**src/rtl/song_sequencer.sv**
```systemverilog
// Song sequencer: walks {song, idx} through a song ROM and hands note/duration pairs to a note player.
// All outputs registered; load_new_note and song_done pulse in the cycle after the LOAD/END state.
module song_sequencer #(
  parameter int SONG_BITS = 2,
  parameter int IDX_BITS  = 5
) (
  input  logic                          clk,
  input  logic                          reset_n,
  input  logic                          play,
  input  logic [SONG_BITS-1:0]          song,
  input  logic                          note_done,
  output logic [SONG_BITS+IDX_BITS-1:0] rom_addr,
  input  logic [11:0]                   rom_data,
  output logic                          load_new_note,
  output logic [5:0]                    note_to_load,
  output logic [5:0]                    duration_to_load,
  output logic                          song_done
);

  typedef enum logic [2:0] {
    ST_IDLE,
    ST_FETCH,
    ST_WAIT_ROM,
    ST_LOAD,
    ST_WAIT_DONE,
    ST_END
  } state_t;

  state_t                        r_state;
  logic [SONG_BITS-1:0]          r_song_q;
  logic [IDX_BITS-1:0]           r_idx;
  logic [SONG_BITS+IDX_BITS-1:0] r_rom_addr;
  logic [5:0]                    r_note;
  logic [5:0]                    r_dur;
  logic                          r_load_new_note;
  logic                          r_song_done;

  logic                          w_song_chg;
  logic                          w_last_idx;
  logic                          w_end_marker;
  logic [IDX_BITS-1:0]           w_idx_inc;

  assign w_song_chg   = (song != r_song_q);
  assign w_last_idx   = &r_idx;
  assign w_end_marker = (rom_data[5:0] == 6'd0);
  assign w_idx_inc    = r_idx + 1'b1;

  // rom_addr is rewritten whenever song_q or idx change, so it always equals {song_q, idx}
  // and the synchronous ROM has a full cycle to respond before WAIT_ROM samples it.
  always_ff @(posedge clk or negedge reset_n) begin
    if (!reset_n) begin
      r_state         <= ST_IDLE;
      r_song_q        <= '0;
      r_idx           <= '0;
      r_rom_addr      <= '0;
      r_note          <= '0;
      r_dur           <= '0;
      r_load_new_note <= 1'b0;
      r_song_done     <= 1'b0;
    end else if (w_song_chg) begin
      r_song_q        <= song;
      r_idx           <= '0;
      r_rom_addr      <= {song, {IDX_BITS{1'b0}}};
      r_state         <= ST_IDLE;
      r_load_new_note <= 1'b0;
      r_song_done     <= 1'b0;
    end else begin
      r_load_new_note <= (r_state == ST_LOAD);
      r_song_done     <= (r_state == ST_END);
      case (r_state)
        ST_IDLE: begin
          if (play) r_state <= ST_FETCH;
        end
        ST_FETCH: begin
          if (play) r_state <= ST_WAIT_ROM;
        end
        ST_WAIT_ROM: begin
          if (play) begin
            if (w_end_marker) begin
              r_state <= ST_END;
            end else begin
              r_note  <= rom_data[11:6];
              r_dur   <= rom_data[5:0];
              r_state <= ST_LOAD;
            end
          end
        end
        ST_LOAD: begin
          r_state <= ST_WAIT_DONE;
        end
        ST_WAIT_DONE: begin
          // Last slot ends the song rather than wrapping the index.
          if (note_done) begin
            if (w_last_idx) begin
              r_state <= ST_END;
            end else begin
              r_idx      <= w_idx_inc;
              r_rom_addr <= {r_song_q, w_idx_inc};
              r_state    <= ST_FETCH;
            end
          end
        end
        ST_END: begin
          r_idx      <= '0;
          r_rom_addr <= {r_song_q, {IDX_BITS{1'b0}}};
          r_state    <= ST_IDLE;
        end
        default: begin
          r_state <= ST_IDLE;
        end
      endcase
    end
  end

  assign rom_addr         = r_rom_addr;
  assign note_to_load     = r_note;
  assign duration_to_load = r_dur;
  assign load_new_note    = r_load_new_note;
  assign song_done        = r_song_done;

endmodule

```
**config.mk**
```make
export PLATFORM = sky130hd
export DESIGN_NAME = song_sequencer
export DESIGN_NICKNAME = d
export VERILOG_FILES = /design/src/rtl/song_sequencer.sv
export SDC_FILE = /design/constraint.sdc
export NUM_CORES = 1
export LEC_CHECK = 0
export ABC_CLOCK_PERIOD_IN_PS = 3350
export CORE_MARGIN = 1.5
export CORE_UTILIZATION = 40
export CTS_CLUSTER_DIAMETER = 150
export DETAILED_ROUTE_END_ITERATION = 12
export HOLD_SLACK_MARGIN = 0.12
export PLACE_DENSITY = 0.71
export SLEW_MARGIN = 10
export SYNTH_ARGS = -nofsm -noshare
export SYNTH_HDL_FRONTEND = slang
export SYNTH_SLANG_ARGS = --single-unit
```
**constraint.sdc**
```tcl
create_clock -name clk -period 3.35 [get_ports clk]
set_input_delay 0.8375 -clock clk [delete_from_list [all_inputs] [get_ports clk]]
set_output_delay 0.8375 -clock clk [all_outputs]
set_load 0.03 [all_outputs]
```
# After elaboration in Yosys (flattened, before gate mapping)
# Index checks and enable logic that the tools add are counted.
[classes] n_mux=18 eq_ne=11 addsub=1 n_bitwise=2 reduce_logical=7
[ops] operator="$mux W3" n=7
[ops] operator="$mux W7" n=3
[ops] operator="$mux W5" n=3
[ops] operator="$ne A3 B3 Y1 const B" n=5
[ops] operator="$pmux W3 S5" n=1
[ops] operator="$pmux W7 S2" n=1
[ops] operator="$pmux W5 S2" n=1
[ops] operator="$reduce_and A4 Y1" n=2
[ops] operator="$eq A3 B2 Y1 const B" n=2
[ops] operator="$eq A3 B3 Y1 const B" n=2
[ops] operator="$logic_not A6 Y1" n=1
[ops] operator="$add A5 B1 Y5 const B" n=1
[ops] operator="$reduce_and A5 Y1" n=1
[ops] operator="$eq A3 B1 Y1 const B" n=1
[ops] operator="$logic_not A3 Y1" n=1
[ops] operator="$reduce_and A3 Y1" n=1
[ops] operator="$reduce_bool A3 Y1" n=1
[ops] operator="$mux W1" n=2
[ops] operator="$ne A2 B2 Y1" n=1
[ops] operator="$not A1 Y1" n=2
[word_totals] wordCells=47 out_inout_bits=21 inputBits=18 register_bits=31

# Logic depth before layout (Yosys ltp)
[depth] depth_word=5 depth_mapped=7 depth_no_buf=7

# Least setup slack after synthesis
# OpenSTA, ideal clock, no wires.
[synth_timing] path_type="register to register" from="reg r_idx[0]" to="reg r_idx[3]" setup_time_ps=78 period_less_slack_ps=2169 arrival_time_ps=2091 path_stages_with_launch=8 n_path_buf=0 path_slack_ps=1181 required_time_ps=3272 cell_sequence="dfrtp_1 > ha_1 > and3_1 > ha_1 > nand2b_1 > or4_1 > a21o_1 > a21oi_1"
[synth_via] elab_chain_cells=5 word_cells_on_any_way=8 classes_between="1 x add/sub; 1 x eq/ne; 4 x mux; 2 x reduce/logical"
[synth_lines] item="start: declaration" line="31" source="logic [IDX_BITS-1:0] r_idx;"
[synth_lines] item="start signal: assignment" line="97" source="r_idx <= w_idx_inc;"
[synth_lines] item="$add A5 B1 Y5" line="46" source="assign w_idx_inc = r_idx + 1'b1;"
[synth_lines] item="$mux W5" line="94" source="if (w_last_idx) begin"
[synth_lines] item="$mux W5" line="93" source="if (note_done) begin"
[synth_lines] item="$pmux W5 S2" line="70" source="case (r_state)"
[synth_lines] item="$mux W5" line="60" source="end else if (w_song_chg) begin"
# Several ways; a longest one is shown, not always the timed one. The select of a mux whose other input is x is not followed.
# A chain may end at the register's enable or synchronous reset.

# Worst setup path after layout
[layout_timing] from="in play" to="reg r_note[3] (netlist: note_to_load[3])"
[layout_via] elab_chain_cells=1
[layout_lines] item="start: declaration" line="9" source="input logic play,"
[layout_lines] item="$reduce_and A4 Y1 (no source line)"
[layout_lines] item="end signal: assignment" line="82" source="r_note <= rom_data[11:6];"
[layout_lines] item="end: declaration" line="33" source="logic [5:0] r_note;"
# No other way between the ends.

==> summary.log <==
qor: worst_setup_path.crit_path_max_fanout 12
qor: pwr.power_frac_clock 0.311
qor: worst_setup_path.timing.critical_path.buf_inv 1
qor: worst_setup_path.ff_to_ff_start r_idx[0]$_DFFE_PN0P_
qor: clock_tree.postCtsSetupBuffers 0
qor: pwr.power_frac_comb 0.195
qor: die.floorplan.rows 19
qor: worst_setup_path.start_kind input port
qor: hold_path.type_of_the_worst_min_delay_path reg -> reg
qor: worst_setup_path.slowest_cell_on_the_critical_path sky130_fd_sc_hd__clkdlybuf4s50_1
qor: sta.max_slew_headroom 0.566
qor: pwr.p_leak 0.718 nW
qor: clock_tree.clkTransAtPathRegs 0.15 ns
qor: pwr.power.switching_fraction 0.256
qor: worst_setup_path.ff2ff_setup_slack 1.13 ns
qor: logic_synthesis.yosys_register_bits 26
qor: placement.pre_cts_slack 0.578 ns
qor: worst_setup_path.critical_path.top_delay_family simple AND/OR/NAND/NOR gates
qor: sta.min_period 2.42 ns
qor: clock_tree.post_cts_hold_buffer_count 0
qor: route.drc_errors 0
qor: sta.final_critical_path_setup_slack 0.932 ns
qor: sta.tightestPinTransition 0.642 ns
qor: logic_synthesis.synth_warnings 0
qor: die.fp.coreArea 2810 um^2
qor: worst_setup_path.critPathArrivalTime 2.65 ns
qor: die.fp.dieW 57.9 um
qor: route.totalWireLength 2.56 mm
qor: die.dieArea 3360 um^2
qor: sta.whs 0.526 ns
qor: job.max_cap_violations 0
qor: placement.postPlaceCellArea 1600 um^2
qor: sta.grt_setup_unrepaired no
qor: die.floorplan.io_pins 39
qor: clock_tree.clock_tree_from_tritoncts yes
qor: cells_and_area.antenna_cells 0
qor: sta.clock-skew-final 0.0129 ns
qor: clock_tree.max_clock_buf_depth 2
qor: die.initial_cell_density_of_the_core 0.430
qor: grt.initial_antenna_violation_count 0
qor: worst_setup_path.critical_path.endpoint_type flip-flop
qor: cells_and_area.fin_nets 163
qor: route.vias 935
qor: grt.grt_usage 0.165
qor: clock_tree.num_cts_buffers 3
qor: cells_and_area.final_cell_mix sky130_fd_sc_hd__clkdlybuf4s50_1, sky130_fd_sc_hd__dfrtp_1, sky130_fd_sc_hd__nor2_1
qor: sta.fmaxAchievable 414 MHz
qor: clock_tree.clk-insertion-delay-late 0.33 ns
qor: cells_and_area.layout-drive-gt1-share 0.134
qor: pwr.post-layout-total-power 0.699 mW
qor: cells_and_area.final_common_cell sky130_fd_sc_hd__clkdlybuf4s50_1
qor: placement.globalplace.congestion 0.764
qor: grt.first_global_vias 883
qor: placement.port_buffers 38
qor: clock_tree.htree_num_levels 1
qor: pwr.switching_power 0.179 mW
qor: logic_synthesis.synth.net_count 125
qor: logic_synthesis.synth-edff-count 0
qor: die.vertical_die_dimension 57.9 um
qor: worst_setup_path.cp_data_required_time 3.58 ns
qor: grt.first_pass_grt_wire_length 4.15 mm
qor: worst_setup_path.criticalPathCategory in -> reg
qor: logic_synthesis.syn-instance-count 105
qor: pwr.ir_worst_vdd 0.537 mV
qor: grt.grt_overflow_total 0
qor: worst_setup_path.cp-startpoint play
qor: route.vias_per_cell 5.40
qor: placement.place_hpwl 1.88 mm
qor: status.outcome completed
qor: logic_synthesis.synth-async-reset-ratio 1.00
qor: logic_synthesis.synth.cell_area 1210 um^2
qor: logic_synthesis.synth.avg_cell_area 11.5 um^2
qor: logic_synthesis.yosysSeqAreaShare 0.539
qor: hold_path.hold_start duration_to_load[2]$_DFFE_PN0P_
qor: pwr.cell_internal_pwr 0.520 mW
qor: logic_synthesis.synthDistinctLibCells 34
qor: grt.grt_max_degree 27
qor: sta.hold_viol 0
qor: pwr.power.density 422 nW/um^2
qor: logic_synthesis.yosys_most_used_dff sky130_fd_sc_hd__dfrtp_1
qor: sta.final.period_utilization 0.722
qor: sta.slew_violations 0
qor: hold_path.hold-path-endpoint duration_to_load[2]$_DFFE_PN0P_
qor: worst_setup_path.register_to_register_path_depth 7
qor: sta.setup-violations-final 0
qor: clock_tree.clock_sink_count 26
qor: route.routedWlPerCell 14.8 um
qor: worst_setup_path.slowest_delay 0.56 ns
qor: route.drt_pass1_iterations 7
qor: cells_and_area.final_area 1660 um^2
qor: clock_tree.cts.repair.resized 0
qor: worst_setup_path.reg2reg_to rom_addr[6]$_DFFE_PN0P_
qor: route.drt.antenna.violating_nets 0
qor: route.detail_route.iter0.violations 27
qor: cells_and_area.flow.area_growth_from_synthesis 37.1%
qor: hold_path.hold_depth 1
qor: sta.setup-tns-final 0 ns
qor: pwr.power.sequential.fraction 0.494
qor: clock_tree.root_buffer sky130_fd_sc_hd__clkbuf_4
qor: worst_setup_path.worstPathCellList clkdlybuf4s50_1 -> nand2b_1 -> nor4b_4 -> nand2_2 -> mux2_4
synthesized netlist by cell type, types with 3 or more instances:
cell	instances	share of area
sky130_fd_sc_hd__a21oi_1	4	0.017
sky130_fd_sc_hd__a22o_1	6	0.044
sky130_fd_sc_hd__a31oi_1	4	0.021
sky130_fd_sc_hd__clkbuf_1	4	0.012
sky130_fd_sc_hd__dfrtp_1	26	0.54
sky130_fd_sc_hd__mux2_2	4	0.037
sky130_fd_sc_hd__mux2_4	4	0.050
sky130_fd_sc_hd__nand2_1	7	0.022
sky130_fd_sc_hd__nand2b_1	3	0.016
sky130_fd_sc_hd__nand3_1	4	0.017
sky130_fd_sc_hd__nor2_1	8	0.025
sky130_fd_sc_hd__nor3_1	3	0.012
layer usage:
layer,share of wire,GRT usage,vias to the layer above
met4,0.0098,0.0399,0
met1,0.44,0.217,448
li1,-,-,451
met3,0.051,0.0558,4
met2,0.50,0.265,32
met5,0,0,-
power groups by stage:
stage	Clock [mW]	Sequential, mW	Combinational [mW]
after CTS	0.221	0.345	0.138
after detailed placement	0	0.350	0.138
after global routing	0.238	0.348	0.145
final	0.217	0.345	0.137
after floorplan	0	0.379	0.0396
after global placement	0	0.351	0.136
how the worst max path moves through the flow:
stage                                  end  slack, ns  depth (start not counted)
6_report       note_to_load[3]$_DFFE_PN0P_       0.93                          5
5_1_grt        note_to_load[2]$_DFFE_PN0P_       0.87                          5
4_1_cts        note_to_load[3]$_DFFE_PN0P_       0.94                          5
3_5_place_dp   note_to_load[4]$_DFFE_PN0P_       0.58                          5
3_3_place_gp   note_to_load[2]$_DFFE_PN0P_       0.65                          5
2_1_floorplan         r_idx[3]$_DFFE_PN0P_       1.18                          7
final cells by class:
class	instances	area [um^2]
fillers	240	1150
repair buffers	39	388
flip-flops and latches	26	651
well taps	31	38.8
clock buffers	3	22.5
multi-input cells	72	522
inverters	1	3.75
clock inverters	1	30.0
through the flow:
stage / utilization / std cells
finish: 0.590 / 173
global route: 0.590 / 173
CTS: 0.590 / 173
detailed placement: 0.571 / 169
global placement: 0.571 / 169
floorplan: - / 105
logic make-up after synthesis:
group | Yosys count | share of synthesized area
mux | 8 | 0.0870
flops | 26 | 0.539
simple gates | 38 | 0.180
buf+inv | 7 | 0.0290
fa+ha+maj | 2 | 0.0207
xor+xnor | 2 | 0.0145
compound gates | 22 | 0.130
registers in the layout, indices dropped and copies added (netlist names):
name and cells:
note_to_load 6, song_done 1, r_idx 4, load_new_note 1, r_state 3, r_song_q 2, duration_to_load 6, rom_addr 3
(Power assumes the default switching activity.)
